===== config.mk =====
export PLATFORM = sky130hd
export DESIGN_NAME = seq_shift_rotate_unit
export DESIGN_NICKNAME = d
export VERILOG_FILES = /design/src/rtl/seq_shift_rotate_unit_pkg.sv /design/src/rtl/seq_shift_rotate_unit_step.sv /design/src/rtl/seq_shift_rotate_unit.sv
export SDC_FILE = /design/constraint.sdc
export NUM_CORES = 1
export LEC_CHECK = 0
export BUFFER_PORTS_ARGS = -buffer_cell sky130_fd_sc_hd__buf_2
export CORE_MARGIN = 5
export CORE_UTILIZATION = 51
export CTS_BUF_LIST = sky130_fd_sc_hd__clkbuf_2 sky130_fd_sc_hd__clkbuf_4 sky130_fd_sc_hd__clkbuf_8
export DETAILED_ROUTE_END_ITERATION = 8
export PLACE_DENSITY = 0.78
export SYNTH_ARGS = -nofsm -noshare
export SYNTH_HDL_FRONTEND = slang
export SYNTH_SLANG_ARGS = --single-unit

===== constraint.sdc =====
create_clock -name clk -period 2.4 [get_ports clk]
set_clock_uncertainty 0.05 [all_clocks]
set_input_delay 0.12 -clock clk [delete_from_list [all_inputs] [get_ports clk]]
set_output_delay 0.12 -clock clk [all_outputs]
set_load 0.02 [all_outputs]

===== src/rtl/seq_shift_rotate_unit_pkg.sv =====
// Shared encodings for the sequential shift/rotate engine and its one-bit step.
package seq_shift_rotate_unit_pkg;

    // Operation codes; 5..7 are treated as PASS (result equals operand A).
    typedef enum logic [2:0] {
        OpSll = 3'd0,
        OpSrl = 3'd1,
        OpSra = 3'd2,
        OpRol = 3'd3,
        OpRor = 3'd4
    } op_e;

    typedef enum logic {
        StIdle  = 1'b0,
        StShift = 1'b1
    } state_e;

endpackage


===== src/rtl/seq_shift_rotate_unit_step.sv =====
// Combinational one-position step of the shift/rotate engine.
module seq_shift_rotate_unit_step
    import seq_shift_rotate_unit_pkg::*;
#(
    parameter int unsigned WIDTH = 8
) (
    input  logic [WIDTH-1:0] acc_i,
    input  logic [2:0]       op_i,
    output logic [WIDTH-1:0] acc_o
);

    // Move the accumulator by one bit according to the captured operation.
    always_comb begin
        acc_o = acc_i;
        case (op_e'(op_i))
            OpSll:   acc_o = {acc_i[WIDTH-2:0], 1'b0};
            OpSrl:   acc_o = {1'b0, acc_i[WIDTH-1:1]};
            OpSra:   acc_o = {acc_i[WIDTH-1], acc_i[WIDTH-1:1]};
            OpRol:   acc_o = {acc_i[WIDTH-2:0], acc_i[WIDTH-1]};
            OpRor:   acc_o = {acc_i[0], acc_i[WIDTH-1:1]};
            default: acc_o = acc_i;
        endcase
    end

endmodule


===== src/rtl/seq_shift_rotate_unit.sv =====
// Multi-cycle shift/rotate engine: one bit position per clock, start/busy/done handshake.
module seq_shift_rotate_unit
    import seq_shift_rotate_unit_pkg::*;
#(
    parameter int unsigned WIDTH = 8,
    parameter int unsigned AMT_W = 3
) (
    input  logic             clk,
    input  logic             rst,
    input  logic             start,
    input  logic [2:0]       op,
    input  logic [WIDTH-1:0] A,
    input  logic [WIDTH-1:0] B,
    output logic [WIDTH-1:0] res,
    output logic             busy,
    output logic             done
);

    state_e           state_q;
    logic [WIDTH-1:0] acc_q;
    logic [WIDTH-1:0] acc_d;
    logic [AMT_W-1:0] cnt_q;
    logic [2:0]       op_q;
    logic [WIDTH-1:0] res_q;
    logic             busy_q;
    logic             done_q;

    // Only the low AMT_W bits of B form the amount.
    logic unused_b_hi;
    assign unused_b_hi = ^B[WIDTH-1:AMT_W];

    seq_shift_rotate_unit_step #(
        .WIDTH (WIDTH)
    ) u_step (
        .acc_i (acc_q),
        .op_i  (op_q),
        .acc_o (acc_d)
    );

    // Control FSM with registered outputs; done is a single-cycle pulse.
    always_ff @(posedge clk) begin
        if (rst) begin
            state_q <= StIdle;
            acc_q   <= '0;
            cnt_q   <= '0;
            op_q    <= '0;
            res_q   <= '0;
            busy_q  <= 1'b0;
            done_q  <= 1'b0;
        end else begin
            done_q <= 1'b0;
            unique case (state_q)
                StIdle: begin
                    if (start) begin
                        acc_q   <= A;
                        cnt_q   <= B[AMT_W-1:0];
                        op_q    <= op;
                        busy_q  <= 1'b1;
                        state_q <= StShift;
                    end
                end
                StShift: begin
                    if (cnt_q == '0) begin
                        res_q   <= acc_q;
                        done_q  <= 1'b1;
                        busy_q  <= 1'b0;
                        state_q <= StIdle;
                    end else begin
                        acc_q <= acc_d;
                        cnt_q <= cnt_q - AMT_W'(1);
                    end
                end
                default: state_q <= StIdle;
            endcase
        end
    end

    assign res  = res_q;
    assign busy = busy_q;
    assign done = done_q;

endmodule


Word-level counts from Yosys, hierarchy flattened --
Cells that the tools add are included.
Operators by class: add/subtract/negate cells 1, equality and inequality tests 10, multiplexer cells 14, bitwise operators 1, reductions and logical operators 9
Operator list (count):
- case mux 8 bit (5 select lines) | 1
- two-way mux 8 bit | 2
- case mux 8 bit (2 select lines) | 1
- AND reduction 2 bit | 4
- == test 3 x 2 -> 1 bit (second input constant) | 2
- zero test 3 bit | 2
- two-way mux 3 bit | 2
- != test 2 bit (second input constant) | 3
- != test 6 x 1 -> 1 bit (second input constant) | 1
- case mux 3 bit (2 select lines) | 1
- two-way mux 1 bit | 5
- != test 5 x 1 -> 1 bit (second input constant) | 1
- case mux 1 bit (2 select lines) | 2
- AND reduction 4 bit | 1
- == test 3 x 1 -> 1 bit (second input constant) | 1
- == test 3 bit (second input constant) | 1
- AND reduction 3 bit | 1
- subtractor 3 x 1 -> 3 bit (second input constant) | 1
- != test 2 x 1 -> 1 bit (second input constant) | 1
- OR reduction 2 bit | 1
- inverter 1 bit | 1
Storage, ports and cells: flip-flop bits (word level) 25, bits of input ports 22, output and inout port bits 10

Depth between registers and ports, before layout --
Gate-level depths: netlist (run 1).
depth after elaboration 4, mapped depth 8, mapped depth without buffers 6

Cells and area by module --
A second synthesis (run 1) with hierarchy kept.
Unflattened totals: cell total of the unflattened synthesis 160, area, all modules 1420.1 µm²
Modules (own cells, without submodules):
- seq_shift_rotate_unit | instances 1, cells each 117, area an instance 1099.8 µm², sequential area each 500.5 µm²
- seq_shift_rotate_unit_step | instances 1, cells each 43, area an instance 320.3 µm², sequential area each 0.0 µm²

Worst setup path after synthesis (run 1) --
OpenSTA, ideal clock, no wires.
kind flip-flop to flip-flop, start register cnt_q[0], end register acc_q[1], library setup time 91 ps, data arrival time 1527 ps, required time 2259 ps, setup slack 732 ps, stages on the path, launching flop included 9, path buffers 2, clock period less this slack 1668 ps, cell sequence dfxtp_1 -> inv_1 -> ha_1 -> and3b_1 -> buf_2 -> a211oi_4 -> buf_6 -> nor2_1 -> a311oi_1
On the way: longest elaborated chain between the ends 3
RTL lines:
- start, declared | RTL line seq_shift_rotate_unit.sv:22 | logic [AMT_W-1:0] cnt_q;
- start signal, assigned | RTL line seq_shift_rotate_unit.sv:56 | cnt_q <= B[AMT_W-1:0];
- start signal, assigned | RTL line seq_shift_rotate_unit.sv:70 | cnt_q <= cnt_q - AMT_W'(1);
- zero test 3 bit | RTL line seq_shift_rotate_unit.sv:63 | if (cnt_q == '0) begin
- != test 2 bit (no source line)
- AND reduction 3 bit (no source line)
- end signal, assigned | RTL line seq_shift_rotate_unit.sv:44 | acc_q <= '0;
- end signal, assigned | RTL line seq_shift_rotate_unit.sv:55 | acc_q <= A;
- end signal, assigned | RTL line seq_shift_rotate_unit.sv:69 | acc_q <= acc_d;
- end, declared | RTL line seq_shift_rotate_unit.sv:20 | logic [WIDTH-1:0] acc_q;
Every way passes these cells. A chain may end at the register's enable or synchronous reset.

Worst setup path after layout (run 1) --
start register cnt_q[0], end register acc_q[4]
The elaborated chain is that of the path after synthesis.

==> flow_summary.yaml, run 1 <==
floorplanning:
  core_um2: 2230
  start_util_pct: 53.8
  chipWidth_um: 58.6
  die_area_um2: 3430
  die_h_um: 58.6
  ios: 32
  rows: 17
detailed_routing:
  dr.first_iter.drc_count: 17
  wl_per_cell_um: 14.2
  drc_errors: 0
  finalWirelength_um: 2630
  ant_nets: 0
  firstDrtPassIters: 4
  vias: 1071
  via_per_inst: 5.79
synth:
  synth.top_cells.by_area: "dfxtp_1 42%, a22o_1 5.8%, nor2_1 5.6%"
  yosysMostFrequentCell: "dfxtp_1"
  synthFlopType: "dfxtp_1"
  synth_area_um2: 1200
  synth-seq-cells: 25
  yosysSeqAreaShare_pct: 41.6
  syn-instance-count: 127
  yosys_warnings: 0
  synth_top_cell_area_share_pct: 41.6
  synthArstFlopShare_pct: 0
  syn_nets: 151
  syn_area_per_cell_um2: 9.47
  yosysTopAreaCell: "dfxtp_1"
  ys_types: 36
  synth_edf_count: 0
  synthTopCellsByCount: "25 x dfxtp_1, 18 x nor2_1, 8 x a22o_1"
worst_setup_path:
  cp-start-kind: "register"
  endpoint_kind: "register"
  cp.required_ns: 2.59
  timing.rr.end: "acc_q[4]"
  r2r_cells: 6
  critPathKind: "reg -> reg"
  r2r_start: "cnt_q[0]"
  crit_fanout: 14
  critPathArrivalTime_ns: 2.07
  r2r_setup_slack_ns: 0.52
clocking:
  clkTransAtPathRegs_ns: 0.14
  clk_latency_ns: 0.33
  cts_setup_buffers: 0
  cts.path.max_buffers: 2
  cts_tree: "yes"
  h-tree-depth: 1
  cts_buffers: 3
  clock-sinks: 25
  clock-root-buffer: "clkbuf_4"
min_path:
  min_to: "cnt_q[2]"
  worstHoldStart: "B[2]"
  min_delay_path_depth: 3
  min_path_type: "in -> reg"
sta:
  fmax_ghz: 0.532
  slew_viol_final: 0
  hold_ws_ns: 0.00860
  min_period_ns: 1.88
  setup_viol: 0
  tightest_slew_ns: 0.546
  period_share_pct: 78.3
  setup_ws_ns: 0.521
  rsz0062_at_grt: "false"
  max-slew-margin-rel_pct: 63.5
  hold_violations: 0
  setup_tns_ns: 0
power_and_ir_drop:
  power_density_nw_per_um2: 633
  total_power_mw: 0.907
  ir_drop_mv: 0.533
  leakage_nw: 0.601
cells_and_area:
  diodes: 0
  area_delta_synth_final_pct: 19.1
  layout-drive-gt1-share_pct: 24.8
  fill_cells: 196
  nets: 182
  fin_area_um2: 1430
place:
  dpl_cell_area_um2: 1310
  port_buffers: 26
  gp_congestion: 0.813
  dp_slack_ns: 0.549
  dp_hpwl_um: 1880
global_route:
  grt_usage_pct: 16.4
  grt_start_max_net_pins: 20
  grt-ovfl-total: 0
  grt_antenna_before_repair: 0
  grt_pass1_wl_um: 4330
  grt_pass1_vias: 967
flow_run:
  maxCapViolCount: 0
run_status:
  status: "complete, no violations"
==> area by class of cell <==
cell class | count | area [µm²] | area share (%)
Multi-Input combinational cell | 89 | 628 | 43.8
Clock inverter | 1 | 7.51 | 0.524
Inverter | 3 | 11.3 | 0.786
Sequential cell | 25 | 500 | 34.9
Timing Repair Buffer | 36 | 228 | 15.9
Clock buffer | 3 | 22.5 | 1.57
Tap cell | 28 | 35.0 | 2.45
==> worst max-delay path, stage by stage (launching register included) <==
cell and delay, ns:
dfxtp_1 0.37, inv_1 0.07, ha_1 0.22, and3b_1 0.26, a211oi_4 0.47, nor2_1 0.09, a311oi_1 0.28
==> power breakdown <==
group          leakage [nW]  total, mW  internal [mW]  switching (mW)
sequential            0.205      0.497          0.454          0.0426
clock                0.0139      0.192         0.0639           0.128
combinational         0.381      0.218         0.0997           0.118
==> repair_timing <==
item | 4_1_cts | 5_1_grt
hold buffers | 8 | 1
hold endpoints to repair | 8 | 1
gates resized for setup | 0 | 0
==> metal layers <==
metal	routed length, µm	GRT usage (%)
met2	1290	27.9
met1	1180	20.6
met4	17	3.64
met5	0	0
met3	147	4.61
==> sequential cells by signal, summed over array words and instances (netlist names) <==
register / count
op_q: 3
done: 1
state_q: 1
cnt_q: 3
busy: 1
acc_q: 8
res: 8
==> placed cells by master (no fill, tap or decap), drive strengths merged <==
| cell | instances |
|---|---|
| buf | 27 |
| dfxtp | 25 |
| nor2 | 18 |
| dlygate4sd3 | 9 |
| a22o | 8 |
| o211ai | 7 |
| nand2 | 7 |
| a311oi | 7 |
| or4 | 6 |
| a21oi | 5 |
| nor3 | 4 |
| inv | 3 |
| mux2i | 3 |
| clkbuf | 3 |
| nand3b | 2 |
| nand3 | 2 |
| o21ai | 2 |
| a211o | 2 |
| ha | 2 |
| o21a | 2 |
| and3b | 1 |
| and2 | 1 |
| a211oi | 1 |
| xor2 | 1 |
| a22oi | 1 |
| nor3b | 1 |
| a31o | 1 |
| nor2b | 1 |
| o31a | 1 |
| mux2 | 1 |
| o41ai | 1 |
| nor4b | 1 |
| clkinvlp | 1 |
==> cells by family (layout without fill, tap and decap cells) <==
logic type	after synthesis	after routing	share of synthesized area [%]
AND/OR/NAND/NOR	44	44	19.9
AO/OA/AOI/OAI	38	38	26.1
flip-flops	25	25	41.6
buffers and inverters	13	43	6.14
multiplexers	4	4	3.43
adder cells (fa/ha/maj)	2	2	2.08
XOR/XNOR	1	1	0.729
==> worst max-delay path by stage <==
stage	startpoint	end	slack, ns	depth (start not counted)
after floorplan	cnt_q[0]	acc_q[1]	0.73	8
after global placement	cnt_q[0]	acc_q[0]	0.61	6
after detailed placement	cnt_q[0]	acc_q[4]	0.55	6
after CTS	cnt_q[0]	acc_q[4]	0.53	6
after global routing	cnt_q[0]	acc_q[6]	0.35	6
final	cnt_q[0]	acc_q[4]	0.52	6
==> metrics by stage <==
| stage | cells | util (%) |
|---|---|---|
| after floorplan | 127 | - |
| after global placement | 172 | 58.8 |
| after detailed placement | 172 | 58.8 |
| after CTS | 184 | 63.7 |
| after global routing | 185 | 64.1 |
| final | 185 | 64.1 |
(Power assumes the default switching activity.)
==> run 2, diff against run 1 <==
--- a/config.mk
+++ b/config.mk
@@ -7,10 +7,10 @@
 export LEC_CHECK = 0
 export BUFFER_PORTS_ARGS = -buffer_cell sky130_fd_sc_hd__buf_2
 export CORE_MARGIN = 5
-export CORE_UTILIZATION = 51
+export CORE_UTILIZATION = 48
 export CTS_BUF_LIST = sky130_fd_sc_hd__clkbuf_2 sky130_fd_sc_hd__clkbuf_4 sky130_fd_sc_hd__clkbuf_8
 export DETAILED_ROUTE_END_ITERATION = 8
-export PLACE_DENSITY = 0.78
+export PLACE_DENSITY = 0.77
 export SYNTH_ARGS = -nofsm -noshare
 export SYNTH_HDL_FRONTEND = slang
 export SYNTH_SLANG_ARGS = --single-unit
==> constraint.sdc (replaced) <==
create_clock -name clk -period 1.6 [get_ports clk]
set_clock_uncertainty 0.05 [all_clocks]
set_input_delay 0.08 -clock clk [delete_from_list [all_inputs] [get_ports clk]]
set_output_delay 0.08 -clock clk [all_outputs]
set_load 0.02 [all_outputs]
==> flow_summary.yaml, run 2 (synthesis results as in run 1) <==
worst_setup_path:
  path_cells: "inv_2, ha_4, and3b_2, a211oi_4, buf_4, buf_16, nor2_1, a311oi_1"
  timing.rr.end: "acc_q[5]"
  critPathKind: "reg -> reg"
  critPathLaunch: "cnt_q[0]"
  endpoint_kind: "register"
  cp_slowest_cell: "dfxtp_2"
  slowest_delay_ns: 0.35
  r2r_cells: 8
  critPathArrivalTime_ns: 1.76
  r2r_start: "cnt_q[0]"
  cp-start-kind: "register"
  crit_fanout: 6
  r2r_setup_slack_ns: 0.03
  cp.required_ns: 1.79
  crit_end: "acc_q[5]"
clocking:
  cts_buffers: 3
  clock-root-buffer: "clkbuf_4"
  cts.path.max_buffers: 2
  clk_latency_ns: 0.31
  h-tree-depth: 1
  cts_tree: "yes"
  clock-sinks: 25
  clkTransAtPathRegs_ns: 0.14
sta:
  tightest_slew_ns: 0.369
  min_period_ns: 1.57
  period_share_pct: 97.9
  slew_viol_final: 0
  hold_ws_ns: 0.0752
  max-slew-margin-rel_pct: 75.3
  fmax_ghz: 0.638
  hold_violations: 0
  rsz0062_at_grt: "true"
  setup_viol: 0
place:
  gp_congestion: 0.826
  dp_hpwl_um: 1880
  port_buffers: 26
  dp.cells: 185
power_and_ir_drop:
  p_switching_mw: 0.453
  pwr-share-clk_pct: 18.9
  seq_power_share_pct: 50.5
  power_density_nw_per_um2: 887
  total_power_mw: 1.47
  ir_drop_mv: 0.570
  leakage_nw: 0.716
  power_frac_comb_pct: 30.5
  internal_power_mw: 1.01
  p_sw_share_pct: 30.8
cells_and_area:
  utilization_pct: 68.0
  final_cell_count_no_fill: 207
  layout-drive-gt1-share_pct: 37.9
  layout_common_cells: "26 x buf_2, 20 x dfxtp_1, 18 x nor2_1, 16 x buf_4, 13 x dlygate4sd3_1"
  nets: 202
  diodes: 0
  area_delta_synth_final_pct: 37.6
  layout_commonest_cell: "buf_2"
detailed_routing:
  wl_met2_um: 1390
  vias: 1128
  finalWirelength_um: 2820
  ant_nets: 0
  firstDrtPassIters: 4
  drc_errors: 0
  wl_per_cell_um: 13.6
  via_per_inst: 5.45
  routed-wl-met3_um: 107
  met1_length_um: 1290
  dr.first_iter.drc_count: 20
  top_layer: "met4"
run_status:
  status: "complete, no violations"
global_route:
  grt_antenna_before_repair: 0
  grt-ovfl-total: 0
  grt_pass1_wl_um: 4660
  grt_usage_pct: 16.9
  grt_pass1_vias: 1110
  grt_start_max_net_pins: 20
floorplanning:
  start_util_pct: 49.4
  ios: 32
  core_um2: 2430
  die_h_um: 60.1
  die_area_um2: 3610
  chipWidth_um: 60.1
  rows: 18
flow_run:
  maxCapViolCount: 0
min_path:
  min_path_type: "in -> reg"
[run 2: cell count changes in the layout (fill, tap and decap cells not counted), sizes merged]
cell / delta
dlygate4sd3: +4
clkinv: +1
buf: +16
clkinvlp: -1
[run 2: cell type report]
type                       count  area, µm²
fill                         202        778
multi-input combinational     89        661
sequential                    25        509
timing repair buffer          56        408
tap                           30       37.5
clock buffer                   3       22.5
inverter                       3       11.3
clock inverter                 1       5.00
[run 2: worst max-delay path: cells and delay by family, from the launching register on]
kind / cells / cell delay, ns
AOI/OAI and AO/OA: 2 / 0.36
DFF: 1 / 0.35
buffers and inverters: 3 / 0.33
and+or+nand+nor: 2 / 0.26
adders and majority gates: 1 / 0.15
[run 2: power by group through the flow]
stage | Clock [mW] | Combinational, mW | Sequential (mW)
after floorplan | 0 | 0.251 | 0.751
after global placement | 0 | 0.359 | 0.749
after detailed placement | 0 | 0.370 | 0.752
after CTS | 0.295 | 0.458 | 0.740
after global routing | 0.321 | 0.494 | 0.752
final | 0.278 | 0.448 | 0.741
[run 2: worst min path at each step]
stage                      from       end  slack, ns  depth (start not counted)
after CTS                  A[0]  acc_q[0]       0.06                          4
after global routing        rst   op_q[0]       0.08                          2
final                      A[0]  acc_q[0]       0.08                          4
after global placement    op[1]   op_q[1]       0.26                          3
after floorplan           op[0]   op_q[0]       0.18                          2
after detailed placement  op[2]   op_q[2]       0.27                          3
[run 2: through the flow]
step           setup WS (ns)  instance area, µm²  TNS (ns)
2_1_floorplan        0.00274                1210         0
3_3_place_gp         0.00715                1410         0
3_5_place_dp         -0.0424                1410   -0.0792
4_1_cts             -0.00736                1660   -0.0118
5_1_grt              -0.0847                1650    -0.285
6_report              0.0330                1650         0
[run 2: repair_timing]
item / 4_1_cts / 5_1_grt
hold endpoints to repair: 12 / 0
pin swaps: 5 / 3
setup endpoints to repair: 6 / 9
buffers inserted: 4 / 1
hold buffers: 13 / 0
gates resized for setup: 8 / 5
gates cloned: 1 / 0
[run 2: routing by layer]
layer	track usage [%]	vias to the layer above
met5	0	-
met4	6.01	0
met3	1.94	4
met2	32.1	23
met1	19.0	526
li1	-	575
